--- src/rtl/instr_encoder.sv ---
// RV32I instruction encoder: validates a decoded request, encodes it into a 32-bit
// word and queues it in a 2-entry FIFO. Each emitted word carries a running word address.
// Rejected requests are still handshaken, but they only raise an error pulse and
// increment a saturating counter.
module instr_encoder #(
  parameter logic [31:0] BASE_ADDR = 32'h0000_0000
) (
  input  logic        clk,
  input  logic        reset,
  input  logic        in_valid,
  output logic        in_ready,
  input  logic [2:0]  in_kind,
  input  logic [4:0]  in_rd,
  input  logic [4:0]  in_rs1,
  input  logic [4:0]  in_rs2,
  input  logic [2:0]  in_funct3,
  input  logic        in_funct7b5,
  input  logic [31:0] in_imm,
  output logic        out_valid,
  input  logic        out_ready,
  output logic [31:0] out_instr,
  output logic [31:0] out_addr,
  output logic        err_valid,
  output logic [1:0]  err_code,
  output logic [7:0]  err_count
);

  localparam logic [2:0] KindLw   = 3'd0;
  localparam logic [2:0] KindSw   = 3'd1;
  localparam logic [2:0] KindR    = 3'd2;
  localparam logic [2:0] KindBeq  = 3'd3;
  localparam logic [2:0] KindAddi = 3'd4;

  localparam logic [1:0] ErrNone    = 2'b00;
  localparam logic [1:0] ErrKind    = 2'b01;
  localparam logic [1:0] ErrRange   = 2'b10;
  localparam logic [1:0] ErrAligned = 2'b11;

  logic [1:0][31:0] mem_q, mem_d;
  logic             wr_ptr_q, wr_ptr_d;
  logic             rd_ptr_q, rd_ptr_d;
  logic [1:0]       count_q, count_d;
  logic [31:0]      addr_q, addr_d;
  logic             err_valid_q, err_valid_d;
  logic [1:0]       err_code_q, err_code_d;
  logic [7:0]       err_count_q, err_count_d;

  logic signed [31:0] imm_s;
  logic               imm12_ok;
  logic               immb_ok;
  logic [31:0]        enc_instr;
  logic [1:0]         enc_err;
  logic               accept;
  logic               push;
  logic               pop;

  assign imm_s    = in_imm;
  assign imm12_ok = (imm_s >= -32'sd2048) && (imm_s <= 32'sd2047);
  assign immb_ok  = (imm_s >= -32'sd4096) && (imm_s <= 32'sd4094);

  // Encode the request and classify it. The case order gives the error priority
  // kind > alignment > range.
  always_comb begin
    enc_instr = 32'h0;
    enc_err   = ErrNone;
    unique case (in_kind)
      KindLw: begin
        enc_instr = {in_imm[11:0], in_rs1, 3'b010, in_rd, 7'b0000011};
        if (!imm12_ok) enc_err = ErrRange;
      end
      KindSw: begin
        enc_instr = {in_imm[11:5], in_rs2, in_rs1, 3'b010, in_imm[4:0], 7'b0100011};
        if (!imm12_ok) enc_err = ErrRange;
      end
      KindR: begin
        enc_instr = {1'b0, in_funct7b5, 5'b0, in_rs2, in_rs1, in_funct3, in_rd, 7'b0110011};
      end
      KindBeq: begin
        enc_instr = {in_imm[12], in_imm[10:5], in_rs2, in_rs1, 3'b000, in_imm[4:1],
                     in_imm[11], 7'b1100011};
        if (in_imm[0])     enc_err = ErrAligned;
        else if (!immb_ok) enc_err = ErrRange;
      end
      KindAddi: begin
        enc_instr = {in_imm[11:0], in_rs1, in_funct3, in_rd, 7'b0010011};
        if (!imm12_ok) enc_err = ErrRange;
      end
      default: enc_err = ErrKind;
    endcase
  end

  // in_ready depends only on registered occupancy, so it has no path from out_ready.
  assign in_ready  = (count_q < 2'd2);
  assign out_valid = (count_q != 2'd0);
  assign accept    = in_valid && in_ready;
  assign push      = accept && (enc_err == ErrNone);
  assign pop       = out_valid && out_ready;

  assign out_instr = out_valid ? mem_q[rd_ptr_q] : 32'h0;
  assign out_addr  = addr_q;
  assign err_valid = err_valid_q;
  assign err_code  = err_code_q;
  assign err_count = err_count_q;

  // FIFO pointers and occupancy, address counter and error status next-state.
  always_comb begin
    mem_d       = mem_q;
    wr_ptr_d    = wr_ptr_q;
    rd_ptr_d    = rd_ptr_q;
    count_d     = count_q;
    addr_d      = addr_q;
    err_valid_d = 1'b0;
    err_code_d  = err_code_q;
    err_count_d = err_count_q;

    if (push) begin
      mem_d[wr_ptr_q] = enc_instr;
      wr_ptr_d        = ~wr_ptr_q;
    end
    if (pop) begin
      rd_ptr_d = ~rd_ptr_q;
      addr_d   = addr_q + 32'd4;
    end
    if (push && !pop) begin
      count_d = count_q + 2'd1;
    end else if (pop && !push) begin
      count_d = count_q - 2'd1;
    end

    if (accept && (enc_err != ErrNone)) begin
      err_valid_d = 1'b1;
      err_code_d  = enc_err;
      if (err_count_q != 8'hFF) err_count_d = err_count_q + 8'd1;
    end
  end

  // State registers with asynchronous active-high reset.
  always_ff @(posedge clk or posedge reset) begin
    if (reset) begin
      mem_q       <= '0;
      wr_ptr_q    <= 1'b0;
      rd_ptr_q    <= 1'b0;
      count_q     <= 2'd0;
      addr_q      <= BASE_ADDR;
      err_valid_q <= 1'b0;
      err_code_q  <= 2'b00;
      err_count_q <= 8'd0;
    end else begin
      mem_q       <= mem_d;
      wr_ptr_q    <= wr_ptr_d;
      rd_ptr_q    <= rd_ptr_d;
      count_q     <= count_d;
      addr_q      <= addr_d;
      err_valid_q <= err_valid_d;
      err_code_q  <= err_code_d;
      err_count_q <= err_count_d;
    end
  end

endmodule

--- config.mk ---
export PLATFORM = sky130hd
export DESIGN_NAME = instr_encoder
export DESIGN_NICKNAME = d
export VERILOG_FILES = /design/src/rtl/instr_encoder.sv
export SDC_FILE = /design/constraint.sdc
export NUM_CORES = 1
export LEC_CHECK = 0
export ABC_AREA = 1
export CAP_MARGIN = 20
export CORE_MARGIN = 2
export CORE_UTILIZATION = 30
export DETAILED_ROUTE_END_ITERATION = 10
export HOLD_SLACK_MARGIN = 0.06
export PLACE_DENSITY = 0.54
export SKIP_LAST_GASP = 1
export SYNTH_ARGS = -nofsm -noshare
export SYNTH_HDL_FRONTEND = slang
export SYNTH_SLANG_ARGS = --single-unit
--- constraint.sdc ---
create_clock -name clk -period 3.4 [get_ports clk]
set_input_delay 0.51 -clock clk [delete_from_list [all_inputs] [get_ports clk]]
set_output_delay 0.51 -clock clk [all_outputs]
set_load 0.05 [all_outputs]
==> impl_metrics.yaml <==
outcome:
  outcome: "finished, final reports clean"
yosys:
  ys_ff_latch: 103
  yosysMostFrequentCell: "nand2_1"
  synth.avg_cell_area_um2: 7.90
  synth-simple-area-share_pct: 25.9
  synth_cell_types: 35
  netlist.top_cell.by_area: "dfrtp_1"
  yosysSeqAreaShare_pct: 42.6
  netlist.area_leader.share_pct: 42.6
  synth_area_leaders: "dfrtp_1, nand2_1, o21bai_1, inv_1, nand3_1"
  synth-edff-count: 0
  synthXorXnorAreaFrac_pct: 5.50
  synth_area_um2: 6050
  syn-instance-count: 766
  synth_warnings: 0
  synth_top_family_by_area: "simple AND/OR/NAND/NOR gates"
  synthMuxAreaShare_pct: 0
  netlist_top_cells_count: "nand2_1, inv_1, dfrtp_1"
  synthAdderAreaFrac_pct: 0.620
  async_flop_share_pct: 100
  synth_top_flop_cell: "dfrtp_1"
  synth_compound_area_share_pct: 14.1
global_routing:
  grt_pass1_vias: 5143
  globalRoute.totalOverflow: 0
  grt_pass1_wl_mm: 27.3
  antenna_found_initial: 0
  grt_max_degree: 58
  grt_usage_pct: 15.8
place:
  io_buffers: 130
  placed_cells: 1135
  gp_congestion: 0.829
  dp_hpwl_mm: 11.5
layout:
  final-seq-area_um2: 2580
  final_nets: 942
  final_layout_size_suffix_gt1_share_pct: 8.80
  multi_input_area_um2: 2810
  nFillCells: 2089
  fin_cells: 1151
  antennaDiodeCount: 0
  final_core_util_pct: 40.1
  area_growth_pct: 30.2
worst_setup_path:
  critPathMaxFanout: 27
  crit_path_end_kind: "output pin"
  cp_top_family: "buffers and inverters"
  cp_slowest_cell: "clkdlybuf4s50_1"
  path_class: "flip-flop to output pin"
  r2r_start: "out_addr[2]$_DFFE_PP0P_"
  crit_start: "count_q[0]$_DFFE_PP0P_"
  crit_arrival_ns: 2.60
  cp_data_required_time_ns: 2.89
  crit_chain: "nor2_2, inv_1, buf_4, o21ai_0, a21oi_1, clkdlybuf4s50_1"
  start_kind: "flip-flop"
  worst-path-buf-inv: 3
  cp_slowest_stage_delay_ns: 0.87
cts:
  path_clk_slew_ns: 0.07
  post-cts-setup-buffers: 0
  cts-resized-gates: 0
  clock_path_buffers: 2
  cts_tree: "built"
  clock_sink_count: 103
  clock_latency_ns: 0.36
  hold_buffers: 0
  root_buffer: "clkbuf_16"
  cts_made_buffers: 9
  htree_levels: 3
job:
  cap_violations: 0
floorplan:
  chipWidth_um: 146
  die_y_um: 146
  coreArea_um2: 19700
  boundaryPins: 135
  start_util_pct: 30.8
  rows: 51
  dieArea_um2: 21300
sta:
  tightest_slew_ns: 0.778
  slew_violations: 0
  hold_ws_ns: 0.468
  period_minus_slack_ns: 3.11
  finalSetupTns_ns: 0
  fin_crit_sh_pct: 91.5
  max_freq_ghz: 0.322
  slew_headroom_pct: 48.1
  fin_skew_ns: 0.0102
  setup_viol: 0
  rsz0062_at_grt: "false"
  hold_violations: 0
detailed_routing:
  wl_per_cell_um: 14.3
  drtIter0Drc: 164
  drt-pass1-iter-count: 4
  postRouteAntennaNets: 0
  drc: 0
  wirelength_mm: 16.4
  viasPerCell: 4.53
  vias: 5212
min_path:
  hold_path.class: "flip-flop to flip-flop"
  min_from: "mem_q[1]$_DFFE_PP0P_"
power_and_ir_drop:
  p_switching_w: 0.00340
  vdd_drop_max_v: 0.000410
  p_leak_nw: 3.66
  sw_frac_of_total_pct: 49.3
  p_comb_share_pct: 56.1
  p_per_area_nw_per_um2: 876
  seq_power_share_pct: 27.8
  internal_power_w: 0.00350
  pwr-share-clk_pct: 16.2
flip-flops by register name, summed over array words and instances (netlist names):
name       count
count_q        2
err_code       2
err_count      8
err_valid      1
mem_q         58
out_addr      30
rd_ptr_q       1
wr_ptr_q       1
per-stage QoR:
step	worst slack [ns]	area [um2]	power [W]
after floorplan	0.186	6060	0.00462
after global placement	0.533	7560	0.00581
after detailed placement	0.544	7560	0.00583
after CTS	0.271	7880	0.00697
after global routing	0.113	7880	0.00735
final	0.290	7880	0.00690
tightest hold or removal path, cell delays in order (launching register included):
cell and delay, ns:
dfrtp_1 0.32, inv_1 0.06, nand2_1 0.06
placed cells by master (no fill, tap or decap), drive strengths merged:
cell	synthesis	final
nand2	158	158
clkdlybuf4s50	0	127
inv	116	118
dfrtp	103	103
nand3	70	70
nor2	68	68
o21bai	57	57
o21ai	47	47
a21oi	33	33
xor2	23	23
nand4	19	19
xnor2	15	15
buf	20	15
clkbuf	21	10
nor4	5	5
conb	1	4
ha	3	3
clkinv	0	3
nor3	3	3
and2	1	1
o22ai	1	1
o211ai	1	1
a21o	1	1
bufinv	0	1
per-layer routing:
| metal | wire [um] | part of all wire, % | up-vias | GRT usage (%) |
|---|---|---|---|---|
| li1 | - | - | 2663 | - |
| met1 | 7810 | 48 | 2436 | 21.6 |
| met5 | 0 | 0 | - | 0 |
| met4 | 289 | 1.8 | 0 | 4.90 |
| met3 | 697 | 4.2 | 18 | 3.34 |
| met2 | 7620 | 46 | 95 | 25.3 |
kinds of logic (layout without fill, tap and decap cells):
logic type | after synthesis | count (layout)
other cells | 1 | 4
compound gates | 140 | 140
fa+ha+maj | 3 | 3
xor+xnor | 38 | 38
buf+inv | 157 | 274
flops | 103 | 103
simple gates | 324 | 324
power by group through the flow:
stage	combinational [W]	sequential [W]	clock [W]
final	0.00387	0.00191	0.00112
after global routing	0.00417	0.00198	0.00120
after global placement	0.00387	0.00194	0
after CTS	0.00391	0.00192	0.00115
after detailed placement	0.00389	0.00194	0
after floorplan	0.00252	0.00211	0
path summary, 6_finish.rpt:
kind | endpoint | cells after the start | slack [ns]
setup / recovery | out_instr[31] | 6 | 0.29
hold / removal | mem_q[1]$_DFFE_PP0P_ | 2 | 0.47
setup reg to reg | out_addr[28]$_DFFE_PP0P_ | 10 | 1.41
hold reg to reg | mem_q[1]$_DFFE_PP0P_ | 2 | 0.47
max in group asynchronous | out_addr[3]$_DFFE_PP0P_ | 3 | 2.14
min in group asynchronous | err_count[4]$_DFFE_PP0P_ | 2 | 0.54
layout make-up:
cell class	instances	share of cell area [%]
sequential	103	32.7
clock buffer	10	3.03
timing repair buffer	142	17.9
inverter	116	5.56
tap	265	4.21
multi-input combinational	509	35.6
clock inverter	6	0.969
Note: power is estimated with default switching activity, not from simulation.
